`src/rtl/instr_encode_loader_if.sv`:
```
// Request and instruction-memory write bus for instr_encode_loader.
// slave is the loader's view; master is the producer/memory environment's view.
interface instr_encode_loader_if;
  logic        in_valid;
  logic        in_ready;
  logic [3:0]  op_sel;
  logic [4:0]  rs, rt, rd, shamt;
  logic [15:0] imm;
  logic        mem_req;
  logic        mem_ack;
  logic [31:0] mem_addr;
  logic [31:0] mem_wdata;

  modport slave (
    input  in_valid, op_sel, rs, rt, rd, shamt, imm, mem_ack,
    output in_ready, mem_req, mem_addr, mem_wdata
  );
  modport master (
    output in_valid, op_sel, rs, rt, rd, shamt, imm, mem_ack,
    input  in_ready, mem_req, mem_addr, mem_wdata
  );
endinterface

```
`src/rtl/instr_encode_loader.sv`:
```
// Encodes MIPS-style R/I instructions and writes them sequentially into instruction memory.
// Optional macro ENC_FIELD_CHECK_EN rejects requests with nonzero don't-care fields instead of masking them.
module instr_encode_loader #(
  parameter logic [31:0] BASE_ADDR = 32'h0000_0000
) (
  input  logic                   clk,
  input  logic                   rst_n,
  instr_encode_loader_if.slave   bus,
  output logic [15:0]            count,
  output logic                   err_illegal
);
  localparam logic [0:0] IDLE  = 1'b0;
  localparam logic [0:0] WRITE = 1'b1;

  logic [0:0]  state;
  logic [31:0] enc;
  logic        illegal;
  logic [31:0] addr_q, wdata_q;

  // Combinational encoder for the request currently on the bus.
  always_comb begin
    logic [5:0] funct;
    logic [5:0] opc;
    logic       shift_op;
    funct    = 6'b000000;
    opc      = 6'b000000;
    shift_op = 1'b0;
    enc      = 32'h0;
    illegal  = 1'b0;
    case (bus.op_sel)
      4'd0: funct = 6'b100000;
      4'd1: funct = 6'b100010;
      4'd2: funct = 6'b100100;
      4'd3: funct = 6'b100101;
      4'd4: funct = 6'b100110;
      4'd5: begin funct = 6'b000000; shift_op = 1'b1; end
      4'd6: begin funct = 6'b000010; shift_op = 1'b1; end
      4'd7:  opc = 6'b001000;
      4'd8:  opc = 6'b001100;
      4'd9:  opc = 6'b001101;
      4'd10: opc = 6'b001110;
      4'd11: opc = 6'b001111;
      4'd12: opc = 6'b100011;
      4'd13: opc = 6'b101011;
      default: illegal = 1'b1;
    endcase
    if (bus.op_sel <= 4'd6) begin
      enc = {6'b000000, (shift_op ? 5'd0 : bus.rs), bus.rt, bus.rd,
             (shift_op ? bus.shamt : 5'd0), funct};
`ifdef ENC_FIELD_CHECK_EN
      if (shift_op && bus.rs != 5'd0)     illegal = 1'b1;
      if (!shift_op && bus.shamt != 5'd0) illegal = 1'b1;
`endif
    end else if (!illegal) begin
      enc = {opc, (bus.op_sel == 4'd11 ? 5'd0 : bus.rs), bus.rt, bus.imm};
`ifdef ENC_FIELD_CHECK_EN
      if (bus.op_sel == 4'd11 && bus.rs != 5'd0) illegal = 1'b1;
`endif
    end
  end

  always_ff @(posedge clk) begin
    if (!rst_n) begin
      state       <= IDLE;
      addr_q      <= BASE_ADDR;
      wdata_q     <= 32'h0;
      count       <= 16'h0;
      err_illegal <= 1'b0;
    end else begin
      case (state)
        IDLE: if (bus.in_valid) begin
          if (illegal) begin
            err_illegal <= 1'b1;
          end else begin
            wdata_q <= enc;
            state   <= WRITE;
          end
        end
        WRITE: if (bus.mem_ack) begin
          state  <= IDLE;
          addr_q <= addr_q + 32'd4;
          if (count != 16'hFFFF) count <= count + 16'd1;
        end
        default: state <= IDLE;
      endcase
    end
  end

  // in_ready is gated by rst_n so nothing is accepted while reset is held.
  assign bus.in_ready  = rst_n && (state == IDLE);
  assign bus.mem_req   = (state == WRITE);
  assign bus.mem_addr  = addr_q;
  assign bus.mem_wdata = wdata_q;
endmodule

```
`src/flat_wrapper.sv`:
```
// flat-port wrapper written by rule: the top's interface ports become plain ports
module instr_encode_loader_flat 
#(
  parameter logic [31:0] BASE_ADDR = 32'h0000_0000
)
  (clk, rst_n, count, err_illegal, bus_in_valid, bus_op_sel, bus_rs, bus_rt, bus_rd, bus_shamt, bus_imm, bus_mem_ack, bus_in_ready, bus_mem_req, bus_mem_addr, bus_mem_wdata);
  instr_encode_loader_if bus_i ();
  input  logic clk;
  input  logic rst_n;
  output logic [15:0] count;
  output logic err_illegal;
  input wire logic [$bits(bus_i.in_valid)-1:0] bus_in_valid;
  input wire logic [$bits(bus_i.op_sel)-1:0] bus_op_sel;
  input wire logic [$bits(bus_i.rs)-1:0] bus_rs;
  input wire logic [$bits(bus_i.rt)-1:0] bus_rt;
  input wire logic [$bits(bus_i.rd)-1:0] bus_rd;
  input wire logic [$bits(bus_i.shamt)-1:0] bus_shamt;
  input wire logic [$bits(bus_i.imm)-1:0] bus_imm;
  input wire logic [$bits(bus_i.mem_ack)-1:0] bus_mem_ack;
  output wire logic [$bits(bus_i.in_ready)-1:0] bus_in_ready;
  output wire logic [$bits(bus_i.mem_req)-1:0] bus_mem_req;
  output wire logic [$bits(bus_i.mem_addr)-1:0] bus_mem_addr;
  output wire logic [$bits(bus_i.mem_wdata)-1:0] bus_mem_wdata;
  assign bus_i.in_valid = bus_in_valid;
  assign bus_i.op_sel = bus_op_sel;
  assign bus_i.rs = bus_rs;
  assign bus_i.rt = bus_rt;
  assign bus_i.rd = bus_rd;
  assign bus_i.shamt = bus_shamt;
  assign bus_i.imm = bus_imm;
  assign bus_i.mem_ack = bus_mem_ack;
  assign bus_in_ready = bus_i.in_ready;
  assign bus_mem_req = bus_i.mem_req;
  assign bus_mem_addr = bus_i.mem_addr;
  assign bus_mem_wdata = bus_i.mem_wdata;
  instr_encode_loader #(.BASE_ADDR(BASE_ADDR)) u_core (.clk(clk), .rst_n(rst_n), .bus(bus_i), .count(count), .err_illegal(err_illegal));
endmodule
```
`config.mk`:
```
export PLATFORM = sky130hd
export DESIGN_NAME = instr_encode_loader_flat
export DESIGN_NICKNAME = d
export VERILOG_FILES = /design/src/rtl/instr_encode_loader_if.sv /design/src/rtl/instr_encode_loader.sv /design/src/flat_wrapper.sv
export SDC_FILE = /design/constraint.sdc
export NUM_CORES = 1
export LEC_CHECK = 0
export CAP_MARGIN = 30
export CELL_PAD_IN_SITES_DETAIL_PLACEMENT = 0
export CELL_PAD_IN_SITES_GLOBAL_PLACEMENT = 1
export CORE_UTILIZATION = 33
export CTS_CLUSTER_SIZE = 24
export DETAILED_ROUTE_END_ITERATION = 7
export PLACE_DENSITY_LB_ADDON = 0.08
export SLEW_MARGIN = 15
export SYNTH_ARGS = -nofsm -noshare
export SYNTH_HDL_FRONTEND = slang
export SYNTH_SLANG_ARGS = --single-unit
```
`constraint.sdc`:
```
create_clock -name clk -period 2 [get_ports clk]
set_input_delay 0.3 -clock clk [delete_from_list [all_inputs] [get_ports clk]]
set_output_delay 0.3 -clock clk [all_outputs]
set_load 0.05 [all_outputs]
```
==> results of run 1 <==
-- report_power, final --
group          total, mW  leakage (nW)  internal (mW)  switching [mW]
Sequential          1.65         0.642           1.62          0.0265
Clock               1.24         0.109          0.677           0.568
Combinational      0.624          1.35          0.262           0.362
-- placed cells by master (no fill, tap or decap), types with 9 or more instances in the layout --
cell and instances:
nand3_1 14, buf_4 44, nand2_1 53, nand4_1 13
clkdlybuf4s50_1 112, xor2_1 9, o31ai_1 21, o21ai_0 9
or4_1 23, dfxtp_1 77, nor2_1 35, clkbuf_8 12
a21oi_1 50
-- final timing paths --
| kind | start | to |
|---|---|---|
| max | u_core.count[3] | count[3] |
| max reg2reg | u_core.bus.mem_addr[13] | u_core.bus.mem_addr[30] |
| min reg2reg | u_core.bus.mem_wdata[20] | u_core.bus.mem_wdata[20] |
| min | u_core.bus.mem_wdata[20] | u_core.bus.mem_wdata[20] |
-- registers in the layout (all words and copies together) (netlist names) --
| name | cells |
|---|---|
| u_core.bus.mem_addr | 30 |
| u_core.bus.mem_req | 1 |
| u_core.count | 16 |
| u_core.err_illegal | 1 |
| u_core.bus.mem_wdata | 31 |
-- through the flow --
stage | setup WS [ns] | utilization [%] | power [mW]
floorplan | 0.0381 | - | 2.03
global placement | -0.0567 | 48.9 | 2.31
detailed placement | -0.0449 | 48.9 | 2.31
CTS | 0.0280 | 50.8 | 3.56
global route | 0.0139 | 51.0 | 3.67
finish | 0.0624 | 51.0 | 3.51
-- final cells by class --
cell class / count / share of cell area [%]
inverter: 7 / 0.473
timing repair buffer: 167 / 29.0
tap: 140 / 3.15
sequential: 79 / 28.5
clock buffer: 13 / 3.04
clock inverter: 3 / 0.721
multi-input combinational: 325 / 35.1
-- timing repair --
action | 4_1_cts | 5_1_grt
resized for setup | 1 | 7
pin swaps | 0 | 1
hold buffers | 0 | 0
setup endpoints to repair | 1 | 8
-- logic make-up (layout without fill, tap and decap cells) --
family / Yosys count / in the layout
fa+ha+maj: 2 / 2
simple gates: 181 / 181
buf+inv: 38 / 190
flops: 79 / 79
other cells: 1 / 3
compound gates: 119 / 119
xor+xnor: 11 / 11
mux: 9 / 9
-- layer usage --
| layer | wire, µm | up-vias |
|---|---|---|
| met2 | 5030 | 91 |
| met4 | 93 | 0 |
| met1 | 4870 | 1763 |
| li1 | - | 1922 |
| met5 | 0 | - |
| met3 | 724 | 9 |
==> metrics.txt, run 1 <==
maxcap violations 0; Core Area 10900 µm²; final worst-path cycle share between 90 and 100%; Cell Pwr Density 633 nW/µm²; vias in the first global route 3647; syn_area_per_cell 8.43 µm²; CTS sink count 79; via count 3785; 1st-pass router iterations 4; chip height 108 µm; Worst Setup End Kind output pin; sequential fraction of the synthesis area 42.6%; htree depth 3; min-delay worst type reg2reg; top_reg_cell synth dfxtp_1; worst endpoint required time 1.70 ns; GRT Residual Overflow 0; Reg2Reg Depth 4; largest net degree at the start of global routing between 40 and 50; met2 global-route usage 32.2%; cell area after synthesis ~3700 µm²; Routed WL 10700 µm; num ports approximately 130; CP arrival 1.64 ns; # nets final 635; CTS tree done; CTS max path bufs 2; share of cells above drive strength 1 12.3%; Tightest Pin Transition approximately 0.56 ns; Post-synth top cells dfxtp_1 (79), nand2_1 (53), a21oi_1 (50), nor2_1 (35), or4_1 (23); initial antenna violation count 0; Setup Fix Bufs, Post-CTS 0; Post-Place Cell Area 5330 µm²; Synth area leader dfxtp_1; number of synthesized flops with an enable pin 0; Leakage 2.10 nW; combinational family with the most area after synthesis simple AND/OR/NAND/NOR gates; crit-path max cell delay 0.87 ns; Fin. Hold Viols 0; GR peak layer met2; Hold Crit Depth 2; critical path depth in cells 1; post-synth cell types between 50 and 60; first-pass GRT wire length roughly 18000 µm; Area contributors post-synth dfxtp_1 (43%), a21oi_1 (6.7%), nand2_1 (5.4%); Post-Layout Cell Count 734; Placed Cells between 700 and 800; register bit total from synthesis 79; gpl congestion 0.760; Max FO, Critical Path 7; final setup TNS 0 ns; Cell Chain, Critical Path clkdlybuf4s50_1; adder-cell share of the synthesized area 0.674%; input/output buffers about 120; WS Path Type reg2out; DR iter-0 viols approximately 150; kind of start point of the critical path flip-flop; drt wl/cell 14.6 µm; Clock Tree Root clkbuf_8; Syn Inst Count 440; clk slew on worst S/H paths 0.07 ns; met3 Usage GRT under 10%; Synth Area in Simple Gates approximately a quarter; headroom to the max-slew limit 62.7%; skew final between 0.01 and 0.015 ns; Pins Over Slew Limit 0; top-area cell type share of the netlist area around 43%; synthesis-to-finish area growth 49.6%; Reg area 1580 µm²; Multi-input gate area 1950 µm²; # setup viols final 0; Initial Util 34.1%; setup repair after global routing missed its margin false; Vias per Instance 5.16; outcome completed; YS warnings 0; Filler Cell Count 1051; r2r setup slk 0.15 ns; Peak Freq 516 MHz; post-synthesis mux area share 2.46%; Compound-Gate Fraction of Synth Area 20.4%; FFs w/ async S/R, synth 0%; final antenna-violating net count 0; area of the die around 12000 µm²; final hold slack 0.454 ns; Post-route DRC 0; worst vdd ir about 0.38 mV; Design Area, Final 5550 µm²; total CTS buffers 9; n_diodes 0; Total Routing Usage GR between 10% and 20%; Rows 38; delay-heaviest family, CP buffers and inverters; Slowest-stage cell, CP clkdlybuf4s50_1; xor/xnor share of the synthesized area 2.60%; min cycle time layout 1.94 ns; Die X 108 µm; hpwl dp 7900 µm; WP buf/inv 1; Clock Latency Late Sink 0.35 ns; most frequent cell after synthesis dfxtp_1; M1 GR Usage a little under a quarter
No activity file was read; power rests on OpenSTA's default activity.
==> inputs of run 2 (changes only) <==
- CORE_ASPECT_RATIO: unset -> 2
==> run 2 against run 1 <==
  * Count of clock-buffer cells in the layout fell by 3
  * Clock power rose by 48%
  * Cell count grew 0.95%
==> metrics.txt, run 2 (synthesis results as in run 1) <==
outcome completed; via count roughly 3900; Slowest-stage cell, CP clkdlybuf4s50_1; DR iter-0 viols 186; final core occ 52.2%; largest net degree at the start of global routing 52; Tightest Pin Transition 0.559 ns; commonest non-fill, non-tap cell in the layout clkdlybuf4s50_1; chip height about 150 µm; htree depth 3; final hold slack 0.455 ns; GRT Residual Overflow 0; Design Area, Final roughly 5700 µm²; worst vdd ir 0.428 mV; Die X 77.0 µm; Worst Setup End Kind output pin; first-pass GRT wire length 18500 µm; Met1 Wirelength 4310 µm; Post-Layout Cell Count 741; final worst-path cycle share 97.7%; setup repair after global routing missed its margin false; WP buf/inv 1; input/output buffers 123; CP arrival 1.65 ns; CTS tree done; Net Sw Frac 26.5%; WL met3 556 µm; 1st-pass router iterations 4; Fin. Hold Viols 0; kind of start point of the critical path flip-flop; Initial Util 33.9%; CTS sink count slightly below 80; Pins Over Slew Limit 0; Total Routing Usage GR slightly below 20%; max reg flops 31; total power 4.10 mW; Vias per Instance 5.26; WS Path Type reg2out; delay-heaviest family, CP buffers and inverters; num ports 127; n_diodes 0; Post-CTS Resized 0; top layer in use met4; Post-route DRC 0; total CTS buffers 9; Peak Freq 512 MHz; headroom to the max-slew limit 62.6%; Post-Place Cell Area 5380 µm²; Leakage 2.07 nW; min cycle time layout between 1.5 and 2 ns; Core Area 10900 µm²; Cell Pwr Density 718 nW/µm²; Filler Cell Count around 1100; net switching power 1.09 mW; vias in the first global route 3844; met2 routed WL 6050 µm; maxcap violations 0; Clock Latency Late Sink 0.34 ns; Pint approximately 3.0 mW; clk slew on worst S/H paths 0.06 ns; Routed WL 11100 µm; min-delay worst type reg2reg; drt wl/cell 15.0 µm; hold_buf cts 0; worst endpoint required time 1.70 ns; # nets final around 640; initial antenna violation count 0; Comb power frac 15.2%; skew final 0.00877 ns; Cell Chain, Critical Path clkdlybuf4s50_1; # setup viols final 0; gpl congestion about 0.8; Seq pwr share 40.2%; Clk pwr share 44.6%; Setup Fix Bufs, Post-CTS 0; synthesis-to-finish area growth 54.0%; Clock Tree Root clkbuf_16; Rows between 50 and 60; hpwl dp between 8000 and 9000 µm; most frequent cells in the layout clkdlybuf4s50_1 (119), dfxtp_1 (77), nand2_1 (53); area of the die roughly 12000 µm²; crit-path max cell delay 0.85 ns; share of cells above drive strength 1 13.6%; final antenna-violating net count 0; Placed Cells slightly above 700; Max FO, Critical Path 8; CTS max path bufs 2
==> run 2: changes by cell type in the layout (fill, tap and decap cells not counted), sizes merged <==
| cell | change |
|---|---|
| buf | +7 |
| bufinv | +1 |
| clkbuf | -3 |
| clkdlybuf4s50 | +7 |
| clkinv | +1 |
| dlygate4sd2 | -1 |
| dlymetal6s2s | -6 |
| inv | +1 |
==> run 2: layer usage <==
layer  vias to the layer above  track usage [%]
met1                      1849             20.4
met4                         0             7.37
met5                         -                0
li1                       1939                -
met2                       100             36.6
met3                        13             5.23
==> run 2: power by group through the flow <==
stage | logic [mW] | clock network (mW) | registers [mW]
after floorplan | 0.191 | 0 | 1.84
after global placement | 0.627 | 0 | 1.68
after detailed placement | 0.629 | 0 | 1.68
after CTS | 0.631 | 1.87 | 1.65
after global routing | 0.669 | 1.95 | 1.65
final | 0.624 | 1.83 | 1.65
==> run 2: area by class of cell <==
cell class                 count  area (µm²)  area share, %
clock buffer                  10         239           4.18
clock inverter                 6        91.3           1.60
inverter                       7        26.3          0.460
multi-input combinational    325        1950           34.2
sequential                    79        1580           27.7
tap                          140         175           3.06
timing repair buffer         174        1650           28.8
==> run 2: final timing paths <==
path	startpoint	end	slack (ns)	cells after the start
setup / recovery	u_core.count[2]	count[2]	0.05	1
hold / removal	u_core.bus.mem_wdata[20]	u_core.bus.mem_wdata[20]	0.46	2
setup reg to reg	u_core.bus.mem_addr[8]	u_core.bus.mem_addr[31]	0.21	4
hold reg to reg	u_core.bus.mem_wdata[20]	u_core.bus.mem_wdata[20]	0.46	2
==> run 2: per-stage QoR <==
stage | TNS [ns] | worst slack (ns)
6_report | 0 | 0.0453
2_1_floorplan | 0 | 0.0381
4_1_cts | 0 | 0.0263
5_1_grt | 0 | 0.000134
3_5_place_dp | -1.01 | -0.119
3_3_place_gp | -0.328 | -0.0632
==> inputs of run 3 (changes only) <==
- CAP_MARGIN: 30 -> unset
==> results of run 3 <==
No change in the layout: final DEF, timing and power equal those of run 2.
